[src/rtl/fitness_timer_pkg.sv]
// -----------------------------------------------------------------------------
// fitness_timer_pkg
// Shared definitions for the fitness timer audio path.
//   - pattern_e : beep pattern identifiers (none / interval / rest / done)
//   - state_e   : buzzer sequencer FSM states
//   - tone_count: number of tones that make up each pattern
// -----------------------------------------------------------------------------
package fitness_timer_pkg;

  // Pattern IDs double as priorities: a larger value outranks a smaller one.
  typedef enum logic [1:0] {
    PAT_NONE     = 2'd0,
    PAT_INTERVAL = 2'd1,
    PAT_REST     = 2'd2,
    PAT_DONE     = 2'd3
  } pattern_e;

  typedef enum logic [1:0] {
    ST_IDLE = 2'd0,
    ST_TONE = 2'd1,
    ST_GAP  = 2'd2
  } state_e;

  // Width of the tone index within a pattern (up to three tones).
  localparam int TONE_IDX_W = 2;

  // Number of tones played by each pattern.
  function automatic logic [TONE_IDX_W-1:0] tone_count(input pattern_e pattern);
    logic [TONE_IDX_W-1:0] count;
    case (pattern)
      PAT_INTERVAL: count = 2'd1;
      PAT_REST:     count = 2'd2;
      PAT_DONE:     count = 2'd3;
      default:      count = 2'd0;
    endcase
    return count;
  endfunction

endpackage

[src/rtl/buzzer_pattern_rom.sv]
// -----------------------------------------------------------------------------
// buzzer_pattern_rom
// Combinational lookup of one tone within a beep pattern.
//
// Ports:
//   pattern   in   pattern ID (pattern_e)
//   tone_idx  in   tone index within the pattern (0-based)
//   freq      out  frequency_select value for this tone (0 if out of range)
//   length    out  tone length in ticks (raw table value, may be 0)
//   is_last   out  1 when tone_idx is the final tone of the pattern
// -----------------------------------------------------------------------------
module buzzer_pattern_rom
  import fitness_timer_pkg::*;
#(
  parameter int                DUR_W      = 8,
  parameter logic [15:0]       FREQ_HIGH  = 16'd4,
  parameter logic [15:0]       FREQ_MID   = 16'd6,
  parameter logic [15:0]       FREQ_LOW   = 16'd8,
  parameter logic [DUR_W-1:0]  TONE_SHORT = DUR_W'(100),
  parameter logic [DUR_W-1:0]  TONE_LONG  = DUR_W'(250)
) (
  input  pattern_e               pattern,
  input  logic [TONE_IDX_W-1:0]  tone_idx,
  output logic [15:0]            freq,
  output logic [DUR_W-1:0]       length,
  output logic                   is_last
);

  logic [TONE_IDX_W-1:0] n_tones;

  assign n_tones = tone_count(pattern);
  assign is_last = (n_tones != '0) && (tone_idx == n_tones - 2'd1);

  // NOTE: every output gets a default before the case so no path leaves it
  // unassigned; otherwise synthesis infers a latch to hold the old value.
  always_comb begin
    freq   = '0;
    length = '0;
    case (pattern)
      PAT_INTERVAL: begin
        if (tone_idx == 2'd0) begin
          freq   = FREQ_HIGH;
          length = TONE_SHORT;
        end
      end
      PAT_REST: begin
        if (tone_idx <= 2'd1) begin
          freq   = FREQ_MID;
          length = TONE_SHORT;
        end
      end
      PAT_DONE: begin
        // Falling chime: high, mid, then a long low tone.
        case (tone_idx)
          2'd0: begin
            freq   = FREQ_HIGH;
            length = TONE_SHORT;
          end
          2'd1: begin
            freq   = FREQ_MID;
            length = TONE_SHORT;
          end
          2'd2: begin
            freq   = FREQ_LOW;
            length = TONE_LONG;
          end
          default: ;
        endcase
      end
      default: ;
    endcase
  end

endmodule

[src/rtl/buzzer_pattern_sequencer.sv]
// -----------------------------------------------------------------------------
// buzzer_pattern_sequencer
// Turns one-cycle workout events into timed beep patterns that drive the
// frequency_generator. Durations are counted in timebase tick strobes.
//
// Ports:
//   clk               in   divided clock shared with frequency_generator
//   rst_n             in   synchronous active-low reset
//   tick              in   one-cycle timebase strobe
//   evt_interval      in   interval finished -> single high beep
//   evt_rest          in   rest started      -> double mid beep
//   evt_done          in   workout complete  -> high/mid/low chime
//   mute              in   level; gates buzz_enable only
//   buzz_enable       out  frequency_generator enable
//   frequency_select  out  frequency_generator period select
//   busy              out  pattern in progress
//   active_pattern    out  current pattern ID, 0 when idle
//   pattern_done      out  one-cycle pulse on natural pattern completion
// -----------------------------------------------------------------------------
module buzzer_pattern_sequencer
  import fitness_timer_pkg::*;
#(
  parameter int                DUR_W      = 8,
  parameter logic [15:0]       FREQ_HIGH  = 16'd4,
  parameter logic [15:0]       FREQ_MID   = 16'd6,
  parameter logic [15:0]       FREQ_LOW   = 16'd8,
  parameter logic [DUR_W-1:0]  TONE_SHORT = DUR_W'(100),
  parameter logic [DUR_W-1:0]  TONE_LONG  = DUR_W'(250),
  parameter logic [DUR_W-1:0]  GAP_LEN    = DUR_W'(80)
) (
  input  logic         clk,
  input  logic         rst_n,
  input  logic         tick,
  input  logic         evt_interval,
  input  logic         evt_rest,
  input  logic         evt_done,
  input  logic         mute,
  output logic         buzz_enable,
  output logic [15:0]  frequency_select,
  output logic         busy,
  output logic [1:0]   active_pattern,
  output logic         pattern_done
);

  // A zero length would never see the counter reach 1; treat it as 1 tick.
  localparam logic [DUR_W-1:0] GAP_LOAD = (GAP_LEN == '0) ? DUR_W'(1) : GAP_LEN;

  // ---------------------------------------------------------------------------
  // State
  // ---------------------------------------------------------------------------
  state_e                 state_q,   state_d;
  pattern_e               pat_q,     pat_d;
  logic [TONE_IDX_W-1:0]  idx_q,     idx_d;
  logic [DUR_W-1:0]       cnt_q,     cnt_d;
  logic                   done_d;

  // Next values of the registered outputs.
  logic                   buzz_enable_d;
  logic [15:0]            frequency_select_d;
  logic                   busy_d;
  logic [1:0]             active_pattern_d;

  // ---------------------------------------------------------------------------
  // Event priority and acceptance
  // ---------------------------------------------------------------------------
  pattern_e evt_pat;
  logic     accept;

  always_comb begin
    if (evt_done)          evt_pat = PAT_DONE;
    else if (evt_rest)     evt_pat = PAT_REST;
    else if (evt_interval) evt_pat = PAT_INTERVAL;
    else                   evt_pat = PAT_NONE;
  end

  // pat_q is PAT_NONE whenever idle, so one comparison covers both starting
  // from IDLE and preempting a lower-priority pattern. Equal or lower
  // priority events fall through and are dropped.
  assign accept = (evt_pat > pat_q);

  // ---------------------------------------------------------------------------
  // Pattern table lookup
  // ---------------------------------------------------------------------------
  // One ROM port serves every use: on acceptance it points at t0 of the new
  // pattern; during a gap it points at the tone about to start; during a tone
  // it points at the current tone (for is_last and the held frequency).
  pattern_e               rom_pat;
  logic [TONE_IDX_W-1:0]  rom_idx;
  logic [15:0]            rom_freq;
  logic [DUR_W-1:0]       rom_length;
  logic                   rom_last;
  logic [DUR_W-1:0]       tone_load;

  always_comb begin
    rom_pat = pat_q;
    rom_idx = idx_q;
    if (accept) begin
      rom_pat = evt_pat;
      rom_idx = '0;
    end else if (state_q == ST_GAP) begin
      rom_idx = idx_q + 2'd1;
    end
  end

  buzzer_pattern_rom #(
    .DUR_W      (DUR_W),
    .FREQ_HIGH  (FREQ_HIGH),
    .FREQ_MID   (FREQ_MID),
    .FREQ_LOW   (FREQ_LOW),
    .TONE_SHORT (TONE_SHORT),
    .TONE_LONG  (TONE_LONG)
  ) u_rom (
    .pattern  (rom_pat),
    .tone_idx (rom_idx),
    .freq     (rom_freq),
    .length   (rom_length),
    .is_last  (rom_last)
  );

  assign tone_load = (rom_length == '0) ? DUR_W'(1) : rom_length;

  // ---------------------------------------------------------------------------
  // State register (also holds the registered outputs)
  // ---------------------------------------------------------------------------
  // NOTE: sequential state uses non-blocking assignments so every register
  // samples pre-edge values, independent of statement order.
  always_ff @(posedge clk) begin
    if (!rst_n) begin
      state_q          <= ST_IDLE;
      pat_q            <= PAT_NONE;
      idx_q            <= '0;
      cnt_q            <= '0;
      buzz_enable      <= 1'b0;
      frequency_select <= '0;
      busy             <= 1'b0;
      active_pattern   <= '0;
      pattern_done     <= 1'b0;
    end else begin
      state_q          <= state_d;
      pat_q            <= pat_d;
      idx_q            <= idx_d;
      cnt_q            <= cnt_d;
      buzz_enable      <= buzz_enable_d;
      frequency_select <= frequency_select_d;
      busy             <= busy_d;
      active_pattern   <= active_pattern_d;
      pattern_done     <= done_d;
    end
  end

  // ---------------------------------------------------------------------------
  // Next-state logic
  // ---------------------------------------------------------------------------
  always_comb begin
    state_d = state_q;
    pat_d   = pat_q;
    idx_d   = idx_q;
    cnt_d   = cnt_q;
    done_d  = 1'b0;

    if (accept) begin
      // A tick on the accepting edge is deliberately not counted.
      state_d = ST_TONE;
      pat_d   = evt_pat;
      idx_d   = '0;
      cnt_d   = tone_load;
    end else if (state_q != ST_IDLE && tick) begin
      if (cnt_q <= DUR_W'(1)) begin
        case (state_q)
          ST_TONE: begin
            if (rom_last) begin
              state_d = ST_IDLE;
              pat_d   = PAT_NONE;
              idx_d   = '0;
              cnt_d   = '0;
              done_d  = 1'b1;
            end else begin
              state_d = ST_GAP;
              cnt_d   = GAP_LOAD;
            end
          end
          ST_GAP: begin
            state_d = ST_TONE;
            idx_d   = idx_q + 2'd1;
            cnt_d   = tone_load;
          end
          default: ;
        endcase
      end else begin
        cnt_d = cnt_q - DUR_W'(1);
      end
    end
  end

  // ---------------------------------------------------------------------------
  // Output logic (computed from the next state, registered above)
  // ---------------------------------------------------------------------------
  // Whenever state_d is TONE the ROM is addressed at that tone, so rom_freq
  // is the frequency to present after the edge.
  always_comb begin
    buzz_enable_d      = 1'b0;
    frequency_select_d = '0;
    busy_d             = (state_d != ST_IDLE);
    active_pattern_d   = pat_d;
    if (state_d == ST_TONE) begin
      buzz_enable_d      = !mute;
      frequency_select_d = rom_freq;
    end
  end

endmodule

[config.mk]
export PLATFORM = sky130hd
export DESIGN_NAME = buzzer_pattern_sequencer
export DESIGN_NICKNAME = d
export VERILOG_FILES = /design/src/rtl/fitness_timer_pkg.sv /design/src/rtl/buzzer_pattern_rom.sv /design/src/rtl/buzzer_pattern_sequencer.sv
export SDC_FILE = /design/constraint.sdc
export NUM_CORES = 1
export LEC_CHECK = 0
export BUFFER_PORTS_ARGS = -buffer_cell sky130_fd_sc_hd__buf_4
export CORE_MARGIN = 2
export CORE_UTILIZATION = 50
export DETAILED_ROUTE_END_ITERATION = 8
export PLACE_DENSITY_LB_ADDON = 0.15
export SLEW_MARGIN = 20
export SYNTH_ARGS = -nofsm -noshare
export SYNTH_HDL_FRONTEND = slang
export SYNTH_SLANG_ARGS = --single-unit
[constraint.sdc]
create_clock -name clk -period 2.95 [get_ports clk]
set_input_delay 0.1475 -clock clk [delete_from_list [all_inputs] [get_ports clk]]
set_output_delay 0.1475 -clock clk [all_outputs]
set_load 0.02 [all_outputs]
==> impl_metrics.env <==
export IMPL_drt_wl_total_um=3650
export IMPL_synth_cell_types=59
export IMPL_nets=233
export IMPL_gr_total_overflow=0
export IMPL_fill_cells=281
export IMPL_ys_seq_area_share_pct=25.9
export IMPL_rrSetupSlack_ps=160
export IMPL_critPathMaxFanout=3
export IMPL_p_per_area_nw_per_um2=828
export IMPL_worst_setup_path_end_kind="flop"
export IMPL_hold_path_class="in2reg"
export IMPL_port_buffers=14
export IMPL_drtIter0Drc=70
export IMPL_synth_common_cells="dfxtp_1, nand2_1"
export IMPL_synth_edf_count=0
export IMPL_clkSlewWorstSetupHoldPaths_ps=120
export IMPL_post_synth_top_area_cell="dfxtp_1"
export IMPL_instances_no_fill=245
export IMPL_vdd_drop_max_mv=0.399
export IMPL_status="complete, no violations"
export IMPL_leakage_nw=0.791
export IMPL_fmax_mhz=358
export IMPL_drc=0
export IMPL_final_hold_violation_count=0
export IMPL_whs_ps=152
export IMPL_synthDominantCellAreaShare_pct=25.9
export IMPL_start_kind="flop"
export IMPL_syn_area_um2=1550
export IMPL_synthTopCellsByArea="dfxtp_1, ha_1, buf_4"
export IMPL_grt_max_degree=15
export IMPL_place_inst=239
export IMPL_post_drt_wl_per_cell_um=14.9
export IMPL_period_share_pct=94.7
export IMPL_n_antenna_cell=0
export IMPL_required_ps=3160
export IMPL_avgSynthCellArea_um2=8.27
export IMPL_critPathArrivalTime_ps=3000
export IMPL_r2r_cells=12
export IMPL_tightest_slew_ps=599
export IMPL_setup_viol=0
export IMPL_syn2layout_area_growth_pct=16.7
export IMPL_regArea_um2=402
export IMPL_dr_pass1_iters=4
export IMPL_hpwl_um=2910
export IMPL_ys_warn_count=0
export IMPL_cts_tree="yes"
export IMPL_rows=20
export IMPL_initial_core_util_pct=51.5
export IMPL_synth_most_common_cell="dfxtp_1"
export IMPL_grt_pass1_vias=1401
export IMPL_synth_seq_cells=20
export IMPL_grt_pass1_wl_um=6060
export IMPL_r2r_start="pat_q[1]"
export IMPL_netlist_instances=187
export IMPL_cts_buffer_depth=2
export IMPL_vias=1413
export IMPL_synthArstFlopShare_pct=0
export IMPL_dieArea_um2=3550
export IMPL_drive_gt1_share_pct=25.0
export IMPL_period_needed_ps=2790
export IMPL_slew_viol_final=0
export IMPL_hp_start="rst_n"
export IMPL_cts_sinks=20
export IMPL_core_area_um2=3000
export IMPL_via_per_inst=5.77
export IMPL_dieWidth_um=59.6
export IMPL_synthFlopType="dfxtp_1"
export IMPL_antenna_found_initial=0
export IMPL_clock_skew_ps=2.16
export IMPL_ctsHtreeMaxLevel=1
export IMPL_multi_input_area_um2=1060
export IMPL_routabilityCongestion=0.855
export IMPL_drv_cap=0
export IMPL_hold_path_end="busy"
export IMPL_grt_usage_pct=22.1
export IMPL_root_buffer="clkbuf_4"
export IMPL_io_pins=28
export IMPL_insertion_delay_ps=300
export IMPL_worst_hold_path_num_cells=2
export IMPL_slew_headroom_pct=59.5
export IMPL_r2r_end="frequency_select[1]"
export IMPL_die_y_um=59.6
export IMPL_cts_inserted_buffers=3
export IMPL_path_class="reg2reg"
export IMPL_ant_nets=0
## cell usage in the layout, fill, tap and decap left out, drive strengths merged, types with 2 or more instances in the layout
| cell | instances |
|---|---|
| and3 | 2 |
| ha | 13 |
| nand4 | 2 |
| buf | 27 |
| a21boi | 2 |
| o31ai | 2 |
| nor4 | 2 |
| a31oi | 3 |
| a31o | 2 |
| o211a | 2 |
| or3 | 3 |
| a21o | 2 |
| o21bai | 3 |
| nand3 | 3 |
| xor2 | 2 |
| o21ai | 7 |
| nor2 | 13 |
| and2 | 2 |
| a21oi | 10 |
| nor2b | 5 |
| nand2 | 15 |
| dfxtp | 20 |
| or4 | 3 |
| o21a | 2 |
| conb | 13 |
| mux2i | 3 |
| nand3b | 2 |
| clkbuf | 4 |
| or2 | 2 |
| nor3 | 4 |
| nand2b | 2 |
| a22oi | 2 |
| inv | 13 |
| a211oi | 3 |
## through the flow
| step | util, % | cell area [um^2] | total power [mW] | TNS [ps] | setup slack [ps] |
|---|---|---|---|---|---|
| final | 60.1 | 1800 | 1.49 | 0 | 156 |
| after CTS | 58.4 | 1750 | 1.44 | -0.795 | -0.795 |
| after global placement | 56.7 | 1700 | 1.25 | -182 | -63.2 |
| after floorplan | - | 1600 | 1.08 | 0 | 24.0 |
| after global routing | 60.1 | 1800 | 1.62 | -30.3 | -12.4 |
| after detailed placement | 56.7 | 1700 | 1.28 | -695 | -155 |
## kinds of logic (layout without fill, tap and decap cells)
family          count (synthesis)  count (layout)  synth area share (%)
other cells                     1              13                 0.242
mux                             3               3                  1.94
compound gates                 54              54                  26.3
flops                          20              20                  25.9
simple gates                   61              61                  21.8
fa+ha+maj                      13              13                  10.5
buf+inv                        32              45                  11.6
xor+xnor                        3               3                  1.70
## cell type report
| type | instances | share of cell area, % |
|---|---|---|
| well taps | 33 | 2.29 |
| repair buffers | 28 | 11.8 |
| multi-input cells | 147 | 58.9 |
| flip-flops and latches | 20 | 22.3 |
| clock buffers | 4 | 2.01 |
| inverters | 13 | 2.70 |
## where the power goes
group	total (mW)	leakage [nW]	switching [mW]	internal, mW
clock	0.167	0.0210	0.0913	0.0753
combinational	0.933	0.606	0.530	0.403
sequential	0.395	0.164	0.0646	0.331
## per-layer routing
layer / GRT usage, % / share of wire (%) / vias to the layer above
met5: 0 / 0 / -
met4: 10.8 / 3.4 / 0
met3: 3.28 / 2.0 / 15
met2: 39.2 / 53 / 24
met1: 25.6 / 42 / 674
li1: - / - / 700
## state kept, by name, summed over array words and instances (netlist names)
signal	cells
cnt_q	8
frequency_select	3
idx_q	2
pat_q	2
state_q	2
busy	1
buzz_enable	1
pattern_done	1
## how the worst max path moves through the flow
stage | slack, ps | startpoint | cells after the start | to
finish | 160 | pat_q[1] | 12 | frequency_select[1]
global route | -10 | pat_q[1] | 13 | pattern_done
CTS | -0.8 | pat_q[1] | 13 | frequency_select[3]
detailed placement | -150 | evt_done | 13 | frequency_select[1]
global placement | -60 | evt_done | 13 | frequency_select[1]
floorplan | 20 | pat_q[1] | 13 | cnt_q[4]
## repair_timing
action,CTS,global route
hold buffers,1,0
pin swaps,0,3
setup endpoints to repair,1,12
endpoints found under the hold margin,1,0
resized for setup,1,8
buffers inserted,0,1
## critical path: stages, from the launching register on
cell	delay, ps
dfxtp_2	360
inv_1	60
ha_1	290
nor2b_2	170
o221a_2	250
a21o_1	200
ha_4	260
a211oi_2	240
nand2_1	120
buf_4	160
a211oi_4	250
o31ai_2	120
a2111oi_2	220
No activity file was read; power rests on OpenSTA's default activity.
